$ cat src/rtl/memory32_port_arbiter_if.sv
// Bundle of the fetch, data and memory-side signals of memory32_port_arbiter.
// The slave modport is the arbiter's view; master is the core/memory side.
interface memory32_port_arbiter_if #(
   parameter int ADDR_WIDTH = 32,
   parameter int DATA_WIDTH = 32
);
   localparam int MASK_WIDTH = DATA_WIDTH / 8;

   // fetch requester
   logic                  fetch_req_valid;
   logic                  fetch_req_ready;
   logic [ADDR_WIDTH-1:0] fetch_req_addr;
   logic                  fetch_rsp_valid;
   logic [DATA_WIDTH-1:0] fetch_rsp_data;
   logic                  fetch_rsp_exception;

   // load/store requester
   logic                  data_req_valid;
   logic                  data_req_ready;
   logic [ADDR_WIDTH-1:0] data_req_addr;
   logic                  data_req_write;
   logic [DATA_WIDTH-1:0] data_req_wdata;
   logic [MASK_WIDTH-1:0] data_req_wmask;
   logic                  data_rsp_valid;
   logic [DATA_WIDTH-1:0] data_rsp_rdata;
   logic                  data_rsp_exception;

   // single memory port
   logic [ADDR_WIDTH-1:0] mem_addr;
   logic                  mem_wen;
   logic [DATA_WIDTH-1:0] mem_wdata;
   logic [DATA_WIDTH-1:0] mem_rdata;
   logic                  mem_exception;

   modport slave (
      input  fetch_req_valid, fetch_req_addr,
      input  data_req_valid, data_req_addr, data_req_write, data_req_wdata, data_req_wmask,
      input  mem_rdata, mem_exception,
      output fetch_req_ready, fetch_rsp_valid, fetch_rsp_data, fetch_rsp_exception,
      output data_req_ready, data_rsp_valid, data_rsp_rdata, data_rsp_exception,
      output mem_addr, mem_wen, mem_wdata
   );

   modport master (
      output fetch_req_valid, fetch_req_addr,
      output data_req_valid, data_req_addr, data_req_write, data_req_wdata, data_req_wmask,
      output mem_rdata, mem_exception,
      input  fetch_req_ready, fetch_rsp_valid, fetch_rsp_data, fetch_rsp_exception,
      input  data_req_ready, data_rsp_valid, data_rsp_rdata, data_rsp_exception,
      input  mem_addr, mem_wen, mem_wdata
   );
endinterface

$ cat src/rtl/memory32_port_arbiter.sv
// Round-robin arbiter sharing one memory32 port between fetch and data.
// One request in flight; sub-word stores are done as read-merge-write.
//
// Handshake: a request transfers on a rising edge where req_valid and
// req_ready are both 1. ready only rises in IDLE, for the granted side, and
// never depends on ready of the other side. Responses are a one-cycle
// rsp_valid pulse with no backpressure; the requester must take it.
module memory32_port_arbiter #(
   parameter int ADDR_WIDTH   = 32,
   parameter int DATA_WIDTH   = 32,
   parameter bit STRICT_ALIGN = 1'b1
) (
   input  logic                 clk,
   input  logic                 reset,
   memory32_port_arbiter_if.slave bus,
   output logic [1:0]           state_o
);
   localparam int MW = DATA_WIDTH / 8;

   typedef enum logic [1:0] {
      S_IDLE   = 2'd0,
      S_ACCESS = 2'd1,
      S_WRITE  = 2'd2,
      S_RESP   = 2'd3
   } state_t;

   state_t                state_q;
   logic                  last_grant_q;   // 1: data was granted last
   logic                  src_data_q;     // owner of the request in flight
   logic                  write_q;
   logic [DATA_WIDTH-1:0] wdata_q;
   logic [MW-1:0]         wmask_q;
   logic [ADDR_WIDTH-1:0] mem_addr_q;
   logic                  mem_wen_q;
   logic [DATA_WIDTH-1:0] mem_wdata_q;
   logic [DATA_WIDTH-1:0] rsp_data_q;
   logic                  rsp_exc_q;
   logic                  fetch_rsp_valid_q;
   logic                  data_rsp_valid_q;

   logic                  grant_fetch_d;
   logic                  grant_data_d;
   logic [ADDR_WIDTH-1:0] req_addr_d;
   logic                  misaligned_d;
   logic                  req_write_d;
   logic                  full_store_d;
   logic                  partial_d;
   logic [DATA_WIDTH-1:0] merged_d;

   // Grant: sole requester, or on a tie the side that was not granted last.
   always_comb begin
      grant_fetch_d = bus.fetch_req_valid && (!bus.data_req_valid || last_grant_q);
      grant_data_d  = bus.data_req_valid && !grant_fetch_d;
      req_addr_d    = grant_fetch_d ? bus.fetch_req_addr : bus.data_req_addr;
      misaligned_d  = STRICT_ALIGN && (req_addr_d[1:0] != 2'b00);
      req_write_d   = grant_data_d && bus.data_req_write;
      full_store_d  = req_write_d && (&bus.data_req_wmask);
      partial_d     = write_q && (wmask_q != '0) && !(&wmask_q);
   end

   // Byte merge of stored lanes over the word read in ACCESS.
   always_comb begin
      merged_d = '0;
      for (int b = 0; b < MW; b++) begin
         merged_d[b*8 +: 8] = wmask_q[b] ? wdata_q[b*8 +: 8] : bus.mem_rdata[b*8 +: 8];
      end
   end

   // Request/response FSM with registered memory-side and response outputs.
   always_ff @(posedge clk or negedge reset) begin
      if (!reset) begin
         state_q           <= S_IDLE;
         last_grant_q      <= 1'b1;
         src_data_q        <= 1'b0;
         write_q           <= 1'b0;
         wdata_q           <= '0;
         wmask_q           <= '0;
         mem_addr_q        <= '0;
         mem_wen_q         <= 1'b0;
         mem_wdata_q       <= '0;
         rsp_data_q        <= '0;
         rsp_exc_q         <= 1'b0;
         fetch_rsp_valid_q <= 1'b0;
         data_rsp_valid_q  <= 1'b0;
      end else begin
         case (state_q)
            S_IDLE: begin
               if (grant_fetch_d || grant_data_d) begin
                  last_grant_q <= grant_data_d;
                  src_data_q   <= grant_data_d;
                  write_q      <= req_write_d;
                  wdata_q      <= bus.data_req_wdata;
                  wmask_q      <= bus.data_req_wmask;
                  if (misaligned_d) begin
                     // fault without touching memory
                     rsp_data_q        <= '0;
                     rsp_exc_q         <= 1'b1;
                     fetch_rsp_valid_q <= grant_fetch_d;
                     data_rsp_valid_q  <= grant_data_d;
                     state_q           <= S_RESP;
                  end else begin
                     // a full-word store writes in ACCESS, so set it up now
                     mem_addr_q  <= {req_addr_d[ADDR_WIDTH-1:2], 2'b00};
                     mem_wen_q   <= full_store_d;
                     mem_wdata_q <= full_store_d ? bus.data_req_wdata : '0;
                     state_q     <= S_ACCESS;
                  end
               end
            end
            S_ACCESS: begin
               if (!bus.mem_exception && partial_d) begin
                  rsp_data_q  <= bus.mem_rdata;
                  mem_wen_q   <= 1'b1;
                  mem_wdata_q <= merged_d;
                  state_q     <= S_WRITE;
               end else begin
                  rsp_data_q        <= bus.mem_exception ? '0 : bus.mem_rdata;
                  rsp_exc_q         <= bus.mem_exception;
                  mem_addr_q        <= '0;
                  mem_wen_q         <= 1'b0;
                  mem_wdata_q       <= '0;
                  fetch_rsp_valid_q <= !src_data_q;
                  data_rsp_valid_q  <= src_data_q;
                  state_q           <= S_RESP;
               end
            end
            S_WRITE: begin
               if (bus.mem_exception) begin
                  rsp_data_q <= '0;
                  rsp_exc_q  <= 1'b1;
               end
               mem_addr_q        <= '0;
               mem_wen_q         <= 1'b0;
               mem_wdata_q       <= '0;
               fetch_rsp_valid_q <= !src_data_q;
               data_rsp_valid_q  <= src_data_q;
               state_q           <= S_RESP;
            end
            S_RESP: begin
               rsp_data_q        <= '0;
               rsp_exc_q         <= 1'b0;
               fetch_rsp_valid_q <= 1'b0;
               data_rsp_valid_q  <= 1'b0;
               state_q           <= S_IDLE;
            end
            default: state_q <= S_IDLE;
         endcase
      end
   end

   // Ready only in IDLE and never while reset is held; a memory fault on the
   // addressed word suppresses the write in the same cycle.
   always_comb begin
      bus.fetch_req_ready     = (state_q == S_IDLE) && reset && grant_fetch_d;
      bus.data_req_ready      = (state_q == S_IDLE) && reset && grant_data_d;
      bus.fetch_rsp_valid     = fetch_rsp_valid_q;
      bus.fetch_rsp_data      = fetch_rsp_valid_q ? rsp_data_q : '0;
      bus.fetch_rsp_exception = fetch_rsp_valid_q && rsp_exc_q;
      bus.data_rsp_valid      = data_rsp_valid_q;
      bus.data_rsp_rdata      = data_rsp_valid_q ? rsp_data_q : '0;
      bus.data_rsp_exception  = data_rsp_valid_q && rsp_exc_q;
      bus.mem_addr            = mem_addr_q;
      bus.mem_wen             = mem_wen_q && !bus.mem_exception;
      bus.mem_wdata           = mem_wdata_q;
      state_o                 = state_q;
   end
endmodule

$ cat src/flat_wrapper.sv
// flat-port wrapper written by rule: the top's interface ports become plain ports
module memory32_port_arbiter_flat 
#(
   parameter int ADDR_WIDTH   = 32,
   parameter int DATA_WIDTH   = 32,
   parameter bit STRICT_ALIGN = 1'b1
)
  (clk, reset, state_o, bus_fetch_req_valid, bus_fetch_req_addr, bus_data_req_valid, bus_data_req_addr, bus_data_req_write, bus_data_req_wdata, bus_data_req_wmask, bus_mem_rdata, bus_mem_exception, bus_fetch_req_ready, bus_fetch_rsp_valid, bus_fetch_rsp_data, bus_fetch_rsp_exception, bus_data_req_ready, bus_data_rsp_valid, bus_data_rsp_rdata, bus_data_rsp_exception, bus_mem_addr, bus_mem_wen, bus_mem_wdata);
  memory32_port_arbiter_if #(.ADDR_WIDTH(ADDR_WIDTH), .DATA_WIDTH(DATA_WIDTH)) bus_i ();
  input  logic clk;
  input  logic reset;
  output logic [1:0] state_o;
  input wire logic [$bits(bus_i.fetch_req_valid)-1:0] bus_fetch_req_valid;
  input wire logic [$bits(bus_i.fetch_req_addr)-1:0] bus_fetch_req_addr;
  input wire logic [$bits(bus_i.data_req_valid)-1:0] bus_data_req_valid;
  input wire logic [$bits(bus_i.data_req_addr)-1:0] bus_data_req_addr;
  input wire logic [$bits(bus_i.data_req_write)-1:0] bus_data_req_write;
  input wire logic [$bits(bus_i.data_req_wdata)-1:0] bus_data_req_wdata;
  input wire logic [$bits(bus_i.data_req_wmask)-1:0] bus_data_req_wmask;
  input wire logic [$bits(bus_i.mem_rdata)-1:0] bus_mem_rdata;
  input wire logic [$bits(bus_i.mem_exception)-1:0] bus_mem_exception;
  output wire logic [$bits(bus_i.fetch_req_ready)-1:0] bus_fetch_req_ready;
  output wire logic [$bits(bus_i.fetch_rsp_valid)-1:0] bus_fetch_rsp_valid;
  output wire logic [$bits(bus_i.fetch_rsp_data)-1:0] bus_fetch_rsp_data;
  output wire logic [$bits(bus_i.fetch_rsp_exception)-1:0] bus_fetch_rsp_exception;
  output wire logic [$bits(bus_i.data_req_ready)-1:0] bus_data_req_ready;
  output wire logic [$bits(bus_i.data_rsp_valid)-1:0] bus_data_rsp_valid;
  output wire logic [$bits(bus_i.data_rsp_rdata)-1:0] bus_data_rsp_rdata;
  output wire logic [$bits(bus_i.data_rsp_exception)-1:0] bus_data_rsp_exception;
  output wire logic [$bits(bus_i.mem_addr)-1:0] bus_mem_addr;
  output wire logic [$bits(bus_i.mem_wen)-1:0] bus_mem_wen;
  output wire logic [$bits(bus_i.mem_wdata)-1:0] bus_mem_wdata;
  assign bus_i.fetch_req_valid = bus_fetch_req_valid;
  assign bus_i.fetch_req_addr = bus_fetch_req_addr;
  assign bus_i.data_req_valid = bus_data_req_valid;
  assign bus_i.data_req_addr = bus_data_req_addr;
  assign bus_i.data_req_write = bus_data_req_write;
  assign bus_i.data_req_wdata = bus_data_req_wdata;
  assign bus_i.data_req_wmask = bus_data_req_wmask;
  assign bus_i.mem_rdata = bus_mem_rdata;
  assign bus_i.mem_exception = bus_mem_exception;
  assign bus_fetch_req_ready = bus_i.fetch_req_ready;
  assign bus_fetch_rsp_valid = bus_i.fetch_rsp_valid;
  assign bus_fetch_rsp_data = bus_i.fetch_rsp_data;
  assign bus_fetch_rsp_exception = bus_i.fetch_rsp_exception;
  assign bus_data_req_ready = bus_i.data_req_ready;
  assign bus_data_rsp_valid = bus_i.data_rsp_valid;
  assign bus_data_rsp_rdata = bus_i.data_rsp_rdata;
  assign bus_data_rsp_exception = bus_i.data_rsp_exception;
  assign bus_mem_addr = bus_i.mem_addr;
  assign bus_mem_wen = bus_i.mem_wen;
  assign bus_mem_wdata = bus_i.mem_wdata;
  memory32_port_arbiter #(.ADDR_WIDTH(ADDR_WIDTH), .DATA_WIDTH(DATA_WIDTH), .STRICT_ALIGN(STRICT_ALIGN)) u_core (.clk(clk), .reset(reset), .bus(bus_i), .state_o(state_o));
endmodule
$ cat config.mk
export PLATFORM = sky130hd
export DESIGN_NAME = memory32_port_arbiter_flat
export DESIGN_NICKNAME = d
export VERILOG_FILES = /design/src/rtl/memory32_port_arbiter_if.sv /design/src/rtl/memory32_port_arbiter.sv /design/src/flat_wrapper.sv
export SDC_FILE = /design/constraint.sdc
export NUM_CORES = 1
export LEC_CHECK = 0
export CORE_MARGIN = 1
export CORE_UTILIZATION = 64
export CTS_BUF_LIST = sky130_fd_sc_hd__clkbuf_16
export CTS_CLUSTER_DIAMETER = 60
export CTS_CLUSTER_SIZE = 30
export DETAILED_ROUTE_END_ITERATION = 6
export DONT_BUFFER_PORTS = 1
export GPL_ROUTABILITY_DRIVEN = 1
export PLACE_DENSITY_LB_ADDON = 0.08
export SLEW_MARGIN = 20
export SYNTH_ARGS = -nofsm -noshare
export SYNTH_HDL_FRONTEND = slang
export SYNTH_SLANG_ARGS = --single-unit
$ cat constraint.sdc
create_clock -name clk -period 2.8 [get_ports clk]
set_clock_uncertainty 0.15 [all_clocks]
set_input_delay 0.56 -clock clk [delete_from_list [all_inputs] [get_ports clk]]
set_output_delay 0.56 -clock clk [all_outputs]
set_load 0.01 [all_outputs]
# Yosys cells after proc, flatten, opt, wreduce, memory -nomap -nowiden
# Index checks and enable logic that the tools add are counted.
[classes] n_eq_ne=8 muxes=43 n_reduce_logical=32
[op_table] op="$mux 32" n=15
[op_table] op="$pmux 32 s3" n=2
[op_table] op="$pmux 32 s4" n=1
[op_table] op="$mux 8" n=4
[op_table] op="$reduce_and 4->1" n=4
[op_table] op="$mux 1" n=14
[op_table] op="$logic_and 1x1->1" n=13
[op_table] op="$pmux 1 s4" n=3
[op_table] op="$reduce_and 3->1" n=3
[op_table] op="$pmux 2 s4" n=1
[op_table] op="$ne 2x2->1 const B" n=3
[op_table] op="$logic_not 1->1" n=5
[op_table] op="$eq 2x2->1 const B" n=2
[op_table] op="$mux 2" n=2
[op_table] op="$ne 2x1->1 const B" n=2
[op_table] op="$reduce_bool 4->1" n=1
[op_table] op="$pmux 1 s3" n=1
[op_table] op="$reduce_bool 3->1" n=1
[op_table] op="$eq 2x1->1 const B" n=1
[op_table] op="$logic_not 2->1" n=1
[op_table] op="$logic_or 1x1->1" n=2
[op_table] op="$reduce_and 2->1" n=1
[op_table] op="$reduce_bool 2->1" n=1
[word_totals] ff_bits=141 in_bits=138

# Logic depth before layout (Yosys ltp)
[depth] word_depth=11 ltp_mapped=8

# Least setup slack after synthesis
# OpenSTA, ideal clock, no wires.
[synth_path] path_kind="reg-to-reg" startpoint="register u_core.state_q[0] (netlist: u_core.state_o[0])" endpoint="register u_core.mem_wdata_q[11] (netlist: u_core.bus.mem_wdata[11])" setup_ns=0.128 arrival_time_ns=1.830 setup_slack_ns=0.692 path_stages_with_launch=9 period_less_slack_ns=2.108 cell_sequence="dfrtp_1 > inv_1 > ha_1 > nor3_1 > and3_1 > clkbuf_2 > clkbuf_1 > o2bb2ai_1 > mux2_1"
[synth_via] elab_chain_len=3
[synth_rtl] element="start: declaration" line_no="memory32_port_arbiter.sv:27" source="state_t state_q;"
[synth_rtl] element="start signal: assignment" line_no="memory32_port_arbiter.sv:72" source="state_q <= S_IDLE;"
[synth_rtl] element="start signal: assignment" line_no="memory32_port_arbiter.sv:100" source="state_q <= S_RESP;"
[synth_rtl] element="start signal: assignment" line_no="memory32_port_arbiter.sv:106" source="state_q <= S_ACCESS;"
[synth_rtl] element="$eq 2x1->1 (tied with other cells)" line_no="memory32_port_arbiter.sv:86" source="case (state_q)"
[synth_rtl] element="$reduce_bool 3->1 (no source line) (tied with other cells)"
[synth_rtl] element="$reduce_and 3->1 (no source line)"
[synth_rtl] element="end signal: assignment" line_no="memory32_port_arbiter.sv:105" source="mem_wdata_q <= full_store_d ? bus.data_req_wdata : '0;"
[synth_rtl] element="end signal: assignment" line_no="memory32_port_arbiter.sv:114" source="mem_wdata_q <= merged_d;"
[synth_rtl] element="end: declaration" line_no="memory32_port_arbiter.sv:35" source="logic [DATA_WIDTH-1:0] mem_wdata_q;"
# Several ways; a longest one is shown, not always the timed one.
# A chain may end at the register's enable or synchronous reset.

# Worst setup path after layout
[layout_path] startpoint="register u_core.state_q[1] (netlist: u_core.state_o[1])" endpoint="register u_core.rsp_data_q[19]"
[layout_via] elab_chain_len=3
[layout_rtl] element="$eq 2x2->1 or $logic_not 2->1 (tied branches)" line_no="memory32_port_arbiter.sv:86"
[layout_rtl] element="$ne 2x2->1 (no source line) or $ne 2x1->1 (tied branches)"
[layout_rtl] element="$reduce_and 3->1 (no source line)"
[layout_rtl] element="end signal: assignment" line_no="memory32_port_arbiter.sv:112" source="rsp_data_q <= bus.mem_rdata;"
[layout_rtl] element="end signal: assignment" line_no="memory32_port_arbiter.sv:117" source="rsp_data_q <= bus.mem_exception ? '0 : bus.mem_rdata;"
[layout_rtl] element="end: declaration" line_no="memory32_port_arbiter.sv:36" source="logic [DATA_WIDTH-1:0] rsp_data_q;"
# Several ways; a longest one is shown, not always the timed one.

==> results.md <==
* Worst R2R Start: u_core.state_o[1]
* Ys async rst share at 1.00
* Max VDD drop at 593 uV
* H-tree levels at 4
* Fin. Hold Viols at 139
* Initial antenna violation count at 0
* Initial Util at 0.660
* Failing checks: hold timing
* Clock Latency Late Sink at 0.41 ns
* Critical path startpoint category: flop
* CP peak stage delay at 0.54 ns
* Die height at 108 um
* RSZ-0062 raised after global routing: false
* Synth cell count leaders: dfrtp_1 (138), mux2_2 (69), nand2_1 (69)
* Pre-antenna DRT Iters at 4
* Synth area leader: dfrtp_1
* DP Area at 7210 um2
* Final instance area at 7790 um2
* Rows at 38
* Post-Synthesis Cells at 609
* Average wire per standard cell at 22.1 um
* Leakage power at 3.55 nW
* Area growth from synthesis to layout at 9.00%
* Slowest CP cell: a221o_2
* Post-DP HPWL at 11.7 mm
* Clock transition at path regs at 0.06 ns
* CORE AREA at 10800 um2
* Antenna viol nets, final at 0
* Total negative slack at 0 ns
* Hold_ws at -0.315 ns
* Largest cells by area after synthesis: dfrtp_1 (48%), mux2_2 (11%), mux2i_1 (8.7%)
* Rel. slew slack at 0.402
* Buffer depth of the longest clock path at 2
* Largest delay contributor family on the critical path: compound AO/OA/AOI/OAI gates
* Largest net degree at the start of global routing at 142
* Gpl congestion at 0.794
* Reg2reg setup slack at 0.18 ns
* R2R depth at 6
* Sequential share of the synthesized area at 0.487
* Min-Delay Path Class: input port to async pin
* Post-CTS setup buffers at 0
* Max-Cap Viols at 0
* Root buf cell: clkbuf_16
* Period utilisation layout at 0.935
* Post-synth EDFFs at 0
* FMAX at 382 MHz
* Clock period minus worst slack at 2.62 ns
* Die X at 108 um
* PD cells at 1030 nW/um2
* Fill cells at 760
* Syn avg cell area at 11.7 um2
* Outcome: finished, violations left
* Worst-path cell chain: inv_1 -> ha_1 -> nor3b_1 -> a221o_2 -> buf_12 -> o21ai_0
* DRC viols at 0
* DR iter-0 viols at 192
* First-pass GRT wire length at 25.1 mm
* GR Util All Layers at 0.291
* CP Class: flop to flop
* Synth warnings at 0
* Total vias in the final route at 4658
* Num Clock Sinks at 139
* Fin. max-slew vios at 0
* Terminus of the critical flop-to-flop path: u_core.rsp_data_q[19]
* Critical path arrival at 2.75 ns
* DR vias/cell at 6.23
* Routed WL at 16.5 mm
* Share of the synthesized area in the top cell type at 0.483
* CP Buf/Inv Count at 2
* Grt total ovfl at 0
* Layout cells sized above 1 at 0.260
* Critical Path RT at 2.93 ns
* Most common cell in the synthesized netlist: dfrtp_1
* Unique cell type count in the Yosys netlist at 43
* Crit path capture type: flop
* I/O pins at 275
* Primary FF master, synth: dfrtp_1
* Max FO, Critical Path at 38
* Final #Nets at 737
* Full die area at 11600 um2
* Resized Gates After CTS at 0
* Setup-failing EPs final at 0
* Post-Syn Area at 7150 um2
* # diodes at 0
* TritonCTS buffer count at 17
* Vias in the first global route at 4641
* Yosys reg bits at 139
* Slew @ Worst Pin at 0.897 ns
* Port Buf Inserts at 0
* CTS tree: yes
[through the flow]
step	total power [mW]	util	worst slack, ns	instances
3_3_place_gp	5.77	0.665	0.363	716
3_5_place_dp	5.87	0.665	0.209	716
2_1_floorplan	5.30	-	0.692	610
5_1_grt	8.47	0.719	0.00732	748
4_1_cts	8.09	0.719	0.173	748
6_report	8.05	0.719	0.183	748
[registers in the layout (all words and copies together), names as in the netlist, 2 cells and up]
signal,cells
u_core.wdata_q,32
u_core.state_o,2
u_core.rsp_data_q,32
u_core.bus.mem_wdata,32
u_core.bus.mem_addr,30
u_core.wmask_q,4
[how the worst max path moves through the flow]
stage	startpoint	slack, ns	cells after the start	to
6_report	u_core.state_o[1]	0.18	6	u_core.rsp_data_q[19]
5_1_grt	u_core.state_o[1]	0.007	7	u_core.rsp_data_q[23]
4_1_cts	u_core.state_o[1]	0.17	3	bus_fetch_req_ready
3_5_place_dp	u_core.state_o[1]	0.21	6	u_core.rsp_data_q[23]
3_3_place_gp	u_core.state_o[1]	0.36	6	u_core.rsp_data_q[24]
2_1_floorplan	u_core.state_o[0]	0.69	8	u_core.bus.mem_wdata[11]
[cell families after synthesis]
logic type               Yosys count  share of synthesized area
other                              1                   0.000525
AO/OA/AOI/OAI                    116                      0.144
multiplexers                     133                      0.199
adder cells (fa/ha/maj)            4                    0.00700
AND/OR/NAND/NOR                  164                      0.124
flip-flops                       139                      0.487
buffers and inverters             52                     0.0394
[report_power, final]
part | internal (mW) | leakage, nW | switching (mW)
Sequential | 2.58 | 1.83 | 0.588
Combinational | 1.20 | 1.43 | 1.48
Clock | 1.38 | 0.284 | 0.826
Total | 5.16 | 3.55 | 2.89
[cell usage in the layout (no fill, tap or decap), types with 16 or more instances in the layout]
cell type,count
and2_1,67
clkbuf_16,17
dfrtp_1,138
mux2_2,69
mux2i_1,62
nand2_1,68
o21ai_0,23
o21ai_1,16
o2bb2ai_1,32
o2bb2ai_2,30
[metal layers]
metal,wire length [um],track usage
met3,1380,0.0944
met4,147,0.0802
met5,0,0
met2,8430,0.495
met1,6580,0.354
[cell type report]
cell class / count / area, um2 / share of cell area
Clock buffer: 17 / 425 / 0.0546
Tap cell: 140 / 175 / 0.0225
Sequential cell: 139 / 3480 / 0.447
Multi-Input combinational cell: 419 / 3410 / 0.438
Inverter: 4 / 15.0 / 0.00193
Clock inverter: 15 / 158 / 0.0202
Timing Repair Buffer: 14 / 130 / 0.0167
Power figures use the tool's default switching activity.
